<file path="src/rtl/nco_pkg.sv">
// Shared types and constants for the NCO sweep sequencer.
package nco_pkg;

  localparam int INCR_W_DEF  = 7;
  localparam int DWELL_W_DEF = 8;

  localparam logic [1:0] MODE_SINGLE = 2'b00;
  localparam logic [1:0] MODE_SAW    = 2'b01;
  localparam logic [1:0] MODE_TRI    = 2'b10;

  typedef enum logic [1:0] {
    ST_IDLE  = 2'd0,
    ST_DWELL = 2'd1,
    ST_DONE  = 2'd2
  } state_t;

endpackage

</file>
<file path="src/rtl/nco_dwell_timer.sv">
// Loadable down-counter that times how long each sweep value is held.
module nco_dwell_timer #(
  parameter int DWELL_W = 8
) (
  input  logic               clk,
  input  logic               rst_n,
  input  logic               load,
  input  logic [DWELL_W-1:0] load_val,
  input  logic               dec,
  output logic               zero
);

  logic [DWELL_W-1:0] count;

  // NOTE: sequential state uses non-blocking assignments so every register
  // samples the pre-edge values, independent of block ordering.
  always_ff @(posedge clk) begin
    if (!rst_n) begin
      count <= '0;
    end else if (load) begin
      count <= load_val;
    end else if (dec && count != '0) begin
      count <= count - 1'b1;
    end
  end

  assign zero = (count == '0);

endmodule

</file>
<file path="src/rtl/nco_sweep_sequencer.sv">
// Steps the NCO A phase increment from start to stop with a programmable
// dwell per value; single, sawtooth-repeat and triangle sweeps.
module nco_sweep_sequencer
  import nco_pkg::*;
#(
  parameter int INCR_W  = INCR_W_DEF,
  parameter int DWELL_W = DWELL_W_DEF
) (
  input  logic               clk,
  input  logic               rst_n,
  input  logic               start,
  input  logic               abort,
  input  logic [1:0]         mode,
  input  logic [INCR_W-1:0]  start_incr,
  input  logic [INCR_W-1:0]  stop_incr,
  input  logic [INCR_W-1:0]  step,
  input  logic [DWELL_W-1:0] dwell,
  output logic [INCR_W-1:0]  phase_incr,
  output logic               incr_strobe,
  output logic               busy,
  output logic               done
);

  state_t state_q, state_d;

  logic [1:0]         mode_q;
  logic [INCR_W-1:0]  start_q, stop_q, step_q;
  logic [DWELL_W-1:0] dwell_q;
  logic               dir_up_q, dir_up_d;
  logic [INCR_W-1:0]  phase_d;
  logic               strobe_d;
  logic               latch;

  logic               tmr_load, tmr_dec, tmr_zero;
  logic [DWELL_W-1:0] tmr_load_val;

  // Clamped neighbours of the current value, computed one bit wider so that
  // neither the add nor the subtract can wrap.
  logic [INCR_W:0]    up_sum, down_floor;
  logic [INCR_W-1:0]  up_val, down_val;

  assign up_sum     = {1'b0, phase_incr} + {1'b0, step_q};
  assign down_floor = {1'b0, start_q} + {1'b0, step_q};
  assign up_val     = (up_sum > {1'b0, stop_q}) ? stop_q : up_sum[INCR_W-1:0];
  assign down_val   = ({1'b0, phase_incr} >= down_floor) ? (phase_incr - step_q) : start_q;

  nco_dwell_timer #(.DWELL_W(DWELL_W)) u_timer (
    .clk      (clk),
    .rst_n    (rst_n),
    .load     (tmr_load),
    .load_val (tmr_load_val),
    .dec      (tmr_dec),
    .zero     (tmr_zero)
  );

  // NOTE: every signal driven here gets a default first, so no path can
  // leave one unassigned and infer a latch.
  always_comb begin
    state_d      = state_q;
    phase_d      = phase_incr;
    strobe_d     = 1'b0;
    dir_up_d     = dir_up_q;
    latch        = 1'b0;
    tmr_load     = 1'b0;
    tmr_load_val = dwell_q;
    tmr_dec      = 1'b0;

    unique case (state_q)
      ST_IDLE: begin
        if (start) begin
          latch        = 1'b1;
          state_d      = ST_DWELL;
          phase_d      = start_incr;
          strobe_d     = 1'b1;
          dir_up_d     = 1'b1;
          tmr_load     = 1'b1;
          tmr_load_val = dwell;
        end
      end

      ST_DWELL: begin
        if (!tmr_zero) begin
          tmr_dec = 1'b1;
        end else begin
          tmr_load = 1'b1;
          strobe_d = 1'b1;
          if (dir_up_q) begin
            if (phase_incr != stop_q) begin
              phase_d = up_val;
            end else begin
              unique case (mode_q)
                MODE_SAW: phase_d = start_q;
                MODE_TRI: begin
                  dir_up_d = 1'b0;
                  phase_d  = down_val;
                end
                default: begin
                  state_d  = ST_DONE;
                  strobe_d = 1'b0;
                  tmr_load = 1'b0;
                end
              endcase
            end
          end else if (phase_incr != start_q) begin
            phase_d = down_val;
          end else begin
            dir_up_d = 1'b1;
            phase_d  = up_val;
          end
        end
      end

      default: state_d = ST_IDLE;
    endcase

    // Abort overrides whatever the state logic decided this cycle.
    if (abort) begin
      state_d  = ST_IDLE;
      phase_d  = '0;
      strobe_d = 1'b0;
      latch    = 1'b0;
      tmr_load = 1'b0;
      tmr_dec  = 1'b0;
    end
  end

  always_ff @(posedge clk) begin
    if (!rst_n) begin
      state_q     <= ST_IDLE;
      phase_incr  <= '0;
      incr_strobe <= 1'b0;
      dir_up_q    <= 1'b1;
    end else begin
      state_q     <= state_d;
      phase_incr  <= phase_d;
      incr_strobe <= strobe_d;
      dir_up_q    <= dir_up_d;
    end
  end

  // Reserved mode 11 collapses to single at capture time.
  always_ff @(posedge clk) begin
    if (!rst_n) begin
      mode_q  <= MODE_SINGLE;
      start_q <= '0;
      stop_q  <= '0;
      step_q  <= '0;
      dwell_q <= '0;
    end else if (latch) begin
      mode_q  <= (mode == MODE_SAW || mode == MODE_TRI) ? mode : MODE_SINGLE;
      start_q <= start_incr;
      stop_q  <= (start_incr > stop_incr) ? start_incr : stop_incr;
      step_q  <= (step == '0) ? INCR_W'(1) : step;
      dwell_q <= dwell;
    end
  end

  assign busy = (state_q == ST_DWELL);
  assign done = (state_q == ST_DONE);

endmodule
</file>
<file path="config.mk">
export PLATFORM = sky130hd
export DESIGN_NAME = nco_sweep_sequencer
export DESIGN_NICKNAME = d
export VERILOG_FILES = /design/src/rtl/nco_pkg.sv /design/src/rtl/nco_dwell_timer.sv /design/src/rtl/nco_sweep_sequencer.sv
export SDC_FILE = /design/constraint.sdc
export NUM_CORES = 1
export LEC_CHECK = 0
export ABC_AREA = 1
export ABC_CLOCK_PERIOD_IN_PS = 2800
export CORE_UTILIZATION = 52
export DETAILED_ROUTE_END_ITERATION = 10
export PLACE_DENSITY = 0.77
export SYNTH_ARGS = -nofsm -noshare
export SYNTH_HDL_FRONTEND = slang
export SYNTH_SLANG_ARGS = --single-unit
</file>
<file path="constraint.sdc">
create_clock -name clk -period 2.8 [get_ports clk]
set_clock_uncertainty 0.2 [all_clocks]
set_input_delay 0.56 -clock clk [delete_from_list [all_inputs] [get_ports clk]]
set_output_delay 0.56 -clock clk [all_outputs]
set_load 0.02 [all_outputs]
</file>
Word level (Yosys, flattened, before mapping)
Cells that the tools add are included.

Register bits: 50.

Magnitude comparators: 3. Multiplexer cells: 41. Reductions and logical operators: 13. Add/subtract/negate cells: 4. Equal/unequal tests: 14. Bitwise operators: 1.

Operator list (count): 2-to-1 mux 7 bit (9); 2-to-1 mux 8 bit (4); case mux 7 bit (2 select lines) (2); 2-to-1 mux 1 bit (17); adder 7 x 7 -> 8 bit (2); != test 7 bit (2); 2-to-1 mux 2 bit (6); greater-or-equal comparator 7 x 8 -> 1 bit (1); greater-than comparator 8 x 7 -> 1 bit (1); logical NOT 8 bit (1); nonzero test 8 bit (1); subtractor 8 x 1 -> 8 bit, second input constant (1); greater-than comparator 7 bit (1); logical NOT 7 bit (1); subtractor 7 bit (1); == test 2 x 1 -> 1 bit, second input constant (3); == test 2 bit, second input constant (3); != test 2 bit, second input constant (3); != test 5 x 2 -> 1 bit, second input constant (1); AND reduction 5 bit (1); != test 2 x 1 -> 1 bit, second input constant (2); case mux 1 bit (2 select lines) (2); case mux 2 bit (2 select lines) (1); AND reduction 4 bit (1); 7 further kinds (9).

Depth between registers and ports, before layout
Depth after elaboration: 9. Mapped depth: 24.

Modules after synthesis
A second synthesis with hierarchy kept.

Cell total of the unflattened synthesis: 668. Area total of the unflattened synthesis: 4279.1 sq um.

By module, submodules not included: nco_sweep_sequencer (times used 1, cells an instance 564, area an instance 3678.5 sq um); nco_dwell_timer (times used 1, cells an instance 104, area an instance 600.6 sq um).

Least setup slack after synthesis
No wires, ideal clock.

Path kind: register -> register. Start point: register phase_incr[2]. End point: register phase_incr[5]. Arrival time: 2708 ps. Slack: -217 ps. Cell stages (with the launch flop): 24. Period minus slack after synthesis: 3017 ps. Buffers on the path: 1. Setup time: 109 ps. Cell sequence: dfxtp_1 ha_1 buf_6 nor2_1 nand2_1 nand2_1 nand2_1 nand2_2 xor2_2 ha_1 nand2_1 nor2_1 nand2_1 nand3_1 nand2_1 nand2_1 nand2_1 nand3_4 nand2_1 nand2_1 nand2_1 nand3_1 nand2_1 inv_1.

Longest elaborated chain between the ends: 7.

Ends and longest elaborated chain: start: declaration (line nco_sweep_sequencer.sv:18) `output logic [INCR_W-1:0] phase_incr,`; start signal: assignment (line nco_sweep_sequencer.sv:135) `phase_incr <= phase_d;`; adder 7 x 7 -> 8 bit, or another cell as far along (line nco_sweep_sequencer.sv:42) `assign up_sum = {1'b0, phase_incr} + {1'b0, step_q};`; greater-than comparator 8 x 7 -> 1 bit or 2-to-1 mux 7 bit (tied branches) (line nco_sweep_sequencer.sv:44, nco_sweep_sequencer.sv:45); 2-to-1 mux 7 bit or case mux 7 bit (2 select lines) (tied branches) (line nco_sweep_sequencer.sv:44, nco_sweep_sequencer.sv:91); 2-to-1 mux 7 bit, on equally long branches (line nco_sweep_sequencer.sv:104, nco_sweep_sequencer.sv:88); 2-to-1 mux 7 bit (line nco_sweep_sequencer.sv:87) `if (dir_up_q) begin`; 2-to-1 mux 7 bit (line nco_sweep_sequencer.sv:82) `if (!tmr_zero) begin`; case mux 7 bit (2 select lines) (line nco_sweep_sequencer.sv:68) `unique case (state_q)`.

Parallel ways exist; a longest one is shown, timed or not. The select of a mux whose other input is x is not followed. A chain may end at the register's enable or synchronous reset.

Final worst setup path
Start point: register step_q[2]. End point: register phase_incr[5].

Longest elaborated chain between the ends: 8.

Ends and longest elaborated chain: start: declaration (line nco_sweep_sequencer.sv:27) `logic [INCR_W-1:0] start_q, stop_q, step_q;`; start signal: assignment (line nco_sweep_sequencer.sv:153) `step_q <= (step == '0) ? INCR_W'(1) : step;`; adder 7 x 7 -> 8 bit (line nco_sweep_sequencer.sv:43) `assign down_floor = {1'b0, start_q} + {1'b0, step_q};`; greater-or-equal comparator 7 x 8 -> 1 bit (line nco_sweep_sequencer.sv:45) `assign down_val = ({1'b0, phase_incr} >= down_floor) ? (phase_incr - step_q) : start_q;`; 2-to-1 mux 7 bit (line nco_sweep_sequencer.sv:45); case mux 7 bit (2 select lines) (line nco_sweep_sequencer.sv:91) `unique case (mode_q)`; 2-to-1 mux 7 bit (line nco_sweep_sequencer.sv:88) `if (phase_incr != stop_q) begin`; 2-to-1 mux 7 bit * (line nco_sweep_sequencer.sv:87); 2-to-1 mux 7 bit * (line nco_sweep_sequencer.sv:82); case mux 7 bit (2 select lines) * (line nco_sweep_sequencer.sv:68).

Every way passes the cells marked *; elsewhere a longest branch is shown, timed or not. The select of a mux whose other input is x is not followed.

==> results.md <==
- Total power: between 0.002 and 0.0025 W
- Worst-path clk slew: 110 ps
- Pwr dens: between 400 and 500 nW/um^2
- Worst reg-to-reg setup slack: -120 ps
- Hold WS: between 200 and 300 ps
- Root Driver: clkbuf_8
- Vias in the first global route: roughly 4200
- DRC: 0
- Yosys warning total: 0
- Slew headroom: 55.0%
- CP required: approximately 2800 ps
- # port buffers: 44
- Area of the core: approximately 8000 sq um
- Setup TNS: -710 ps
- First-pass GRT wire length: roughly 20 mm
- Die Area: between 8000 and 9000 sq um
- Fin crit share: 104%
- Leakage: ~2.6 nW
- Detailed Route Iter0 Violations: a little under 300
- GRT Total Usage: roughly 29%
- Layout cells sized above 1: ~22%
- RSZ-0062 raised after global routing: true
- Area Growth Syn to Fin: 29.9%
- Final setup fails: 7
- Hold buffer count at cts: 0
- Final Hold Vio Count: 0
- Final slew viol count: 0
- Diode count: 0
- TritonRoute pass-1 iters: 5
- Clock sink count: 50
- Crit end category: flip-flop
- Data arrival time of the critical path: 2940 ps
- Top Ports: 45
- Utilization after layout: 70.6%
- Detailed Place HPWL: around 9 mm
- Final antenna-violating net count: 0
- EDFF count, synth: 0
- Routed wire per std cell: ~14 microns
- R2R Path End: phase_incr[5]
- Seq cells post-synth: 50
- CP Launch Type: flip-flop
- Die Wd: just over 90 microns
- Crit path largest cell delay: between 300 and 400 ps
- # H-tree levels: 2
- Worst setup path start: step_q[2]
- RePlAce Congestion: roughly 0.95
- Final Critical Period: 2920 ps
- Die height: slightly above 90 microns
- Setup crit end: phase_incr[5]
- Row Count: 32
- Antenna violations before repair: 0
- Worst min path class: reg -> reg
- Routed WL: ~12 mm
- Pre-CTS WS: -202 ps
- Starting density of the core: a little over half
- Top cell by count, worst path: nand2_2
- Netlist cell types: between 40 and 50
- Failing checks: setup timing
- Worst slew pin tran: roughly 680 ps
- RR Startpoint: step_q[2]
- Post-Syn Area: 4260 sq um
- Post-Syn Instances: 627
- Congestion Overflow GR: 0
- Largest net degree at the start of global routing: 31
- Worst r2r path cells: 23
- Ys async rst share: 0%
- VDD IR max: roughly 330 uV
- Worst-path fanout max: 8
- Main flop type after synthesis: dfxtp_1
- CTS tree: yes
- Slowest-stage cell, CP: dfxtp_2
- Sequential share of the synthesized area: approximately a quarter
- Vias after detailed routing: around 4400
- Max-cap violations: 0
- Clock latency on the worst-skew pair: between 300 and 400 ps
- TritonCTS buffer count: 5
- Setup CP Type: reg -> reg
- Crit-path cells: inv_2, ha_4, inv_4, a21oi_2, nand2_2, nand2_2, nand2_2, xor2_2, ha_1, nand2_2, inv_1, nand2_1, nand3_2, nand2_2, nand2_2, nand2_4, nand3_4, nand2_2, nand2_2, nand2_1, nand3_1, nand2_1, inv_1
- Hold Startpoint: dwell_q[6]
- Max frequency: between 300 and 400 MHz
- Status: complete, but fails checks
- Clock Path Buffers: 2
- Nets@finish: roughly 800
- Post-Syn Nets: just over 700
- Fin worst setup slack: -121 ps
- Mapped Avg Cell Area: 6.80 sq um
- Vias/cell: roughly 5.4
[per-stage QoR]
| step | std cells | cell area, sq um |
|---|---|---|
| after CTS | 819 | 5370 |
| after global routing | 820 | 5540 |
| after detailed placement | 810 | 5170 |
| after global placement | 810 | 5170 |
| final | 820 | 5540 |
| after floorplan | 627 | 4280 |
[cell type report]
| type | count | area, sq um |
|---|---|---|
| clock buffers | 5 | 68.8 |
| clock inverters | 3 | 28.8 |
| fillers | 679 | 2310 |
| inverters | 87 | 334 |
| multi-input cells | 476 | 3100 |
| flip-flops and latches | 50 | 1020 |
| well taps | 102 | 128 |
| repair buffers | 97 | 858 |
[cell usage after synthesis (5+ instances only)]
cell type / n / area, sq um
a21oi_2: 5 / 43.8
nand3_1: 40 / 200
nand4_1: 14 / 87.6
inv_1: 74 / 278
ha_1: 44 / 551
buf_2: 7 / 35.0
nor2_1: 57 / 214
clkbuf_1: 5 / 18.8
xor2_1: 24 / 210
inv_2: 12 / 45.0
dfxtp_1: 50 / 1000
o21ai_1: 11 / 55.1
nand2_2: 6 / 37.5
xnor2_1: 6 / 52.6
o21ai_0: 29 / 145
nand2_1: 144 / 541
a21oi_1: 53 / 265
[cells in the final DEF, fill, tap and decap left out, drive strengths merged, types with 5 or more instances in the layout]
| master | count |
|---|---|
| dfxtp | 50 |
| nor2 | 66 |
| buf | 53 |
| xor2 | 25 |
| clkbuf | 5 |
| o21ai | 40 |
| nand2 | 153 |
| clkdlybuf4s50 | 44 |
| inv | 87 |
| xnor2 | 6 |
| nand4 | 16 |
| a21oi | 58 |
| nand3 | 44 |
| ha | 44 |
[how the worst min path moves through the flow]
stage                 endpoint  depth (start not counted)
finish              dwell_q[6]                          2
global route        dwell_q[2]                          2
CTS                 dwell_q[2]                          2
detailed placement  dwell_q[6]                          2
global placement    dwell_q[2]                          2
floorplan           dwell_q[2]                          2
[cell families (layout without fill, tap and decap cells)]
logic type | after synthesis | after routing | share of synthesized area (%)
adders and majority gates | 47 | 47 | 14.3
muxes | 1 | 1 | 0.235
DFF | 50 | 50 | 23.5
buffers and inverters | 101 | 192 | 9.57
AOI/OAI and AO/OA | 109 | 109 | 13.8
and+or+nand+nor | 288 | 288 | 32.0
xor gates and xnor gates | 31 | 31 | 6.54
[critical path, delay by kind of cell, from the launching register on]
kind	cells	cell delay, ps
compound gates	1	140
xor+xnor	1	150
fa+ha+maj	2	630
buf+inv	4	170
flops	1	350
simple gates	15	1190
[sequential cells by signal, indices dropped and copies added (netlist names)]
| register | flops |
|---|---|
| dwell_q | 8 |
| incr_strobe | 1 |
| start_q | 7 |
| step_q | 7 |
| state_q | 2 |
| mode_q | 2 |
| stop_q | 7 |
| phase_incr | 7 |
| u_timer.count | 8 |
| dir_up_q | 1 |
[report_power, final]
group | internal, W | switching (W) | total, W
sequential | 0.000763 | 0.0000543 | 0.000817
combinational | 0.000492 | 0.000667 | 0.00116
clock | 0.000186 | 0.000272 | 0.000458
[per-layer routing]
| layer | wire length (microns) | global-route usage (%) |
|---|---|---|
| met2 | 5290 | 46.4 |
| met3 | 733 | 3.69 |
| met1 | 5370 | 40.1 |
| met5 | 0 | 0 |
| met4 | 315 | 9.64 |
[repair_timing]
| action | 4_1_cts | 5_1_grt |
|---|---|---|
| pin swaps | 15 | 41 |
| setup endpoints to repair | 7 | 7 |
| buffers inserted | 1 | 1 |
| gates resized for setup | 21 | 41 |
(Power assumes the default switching activity.)
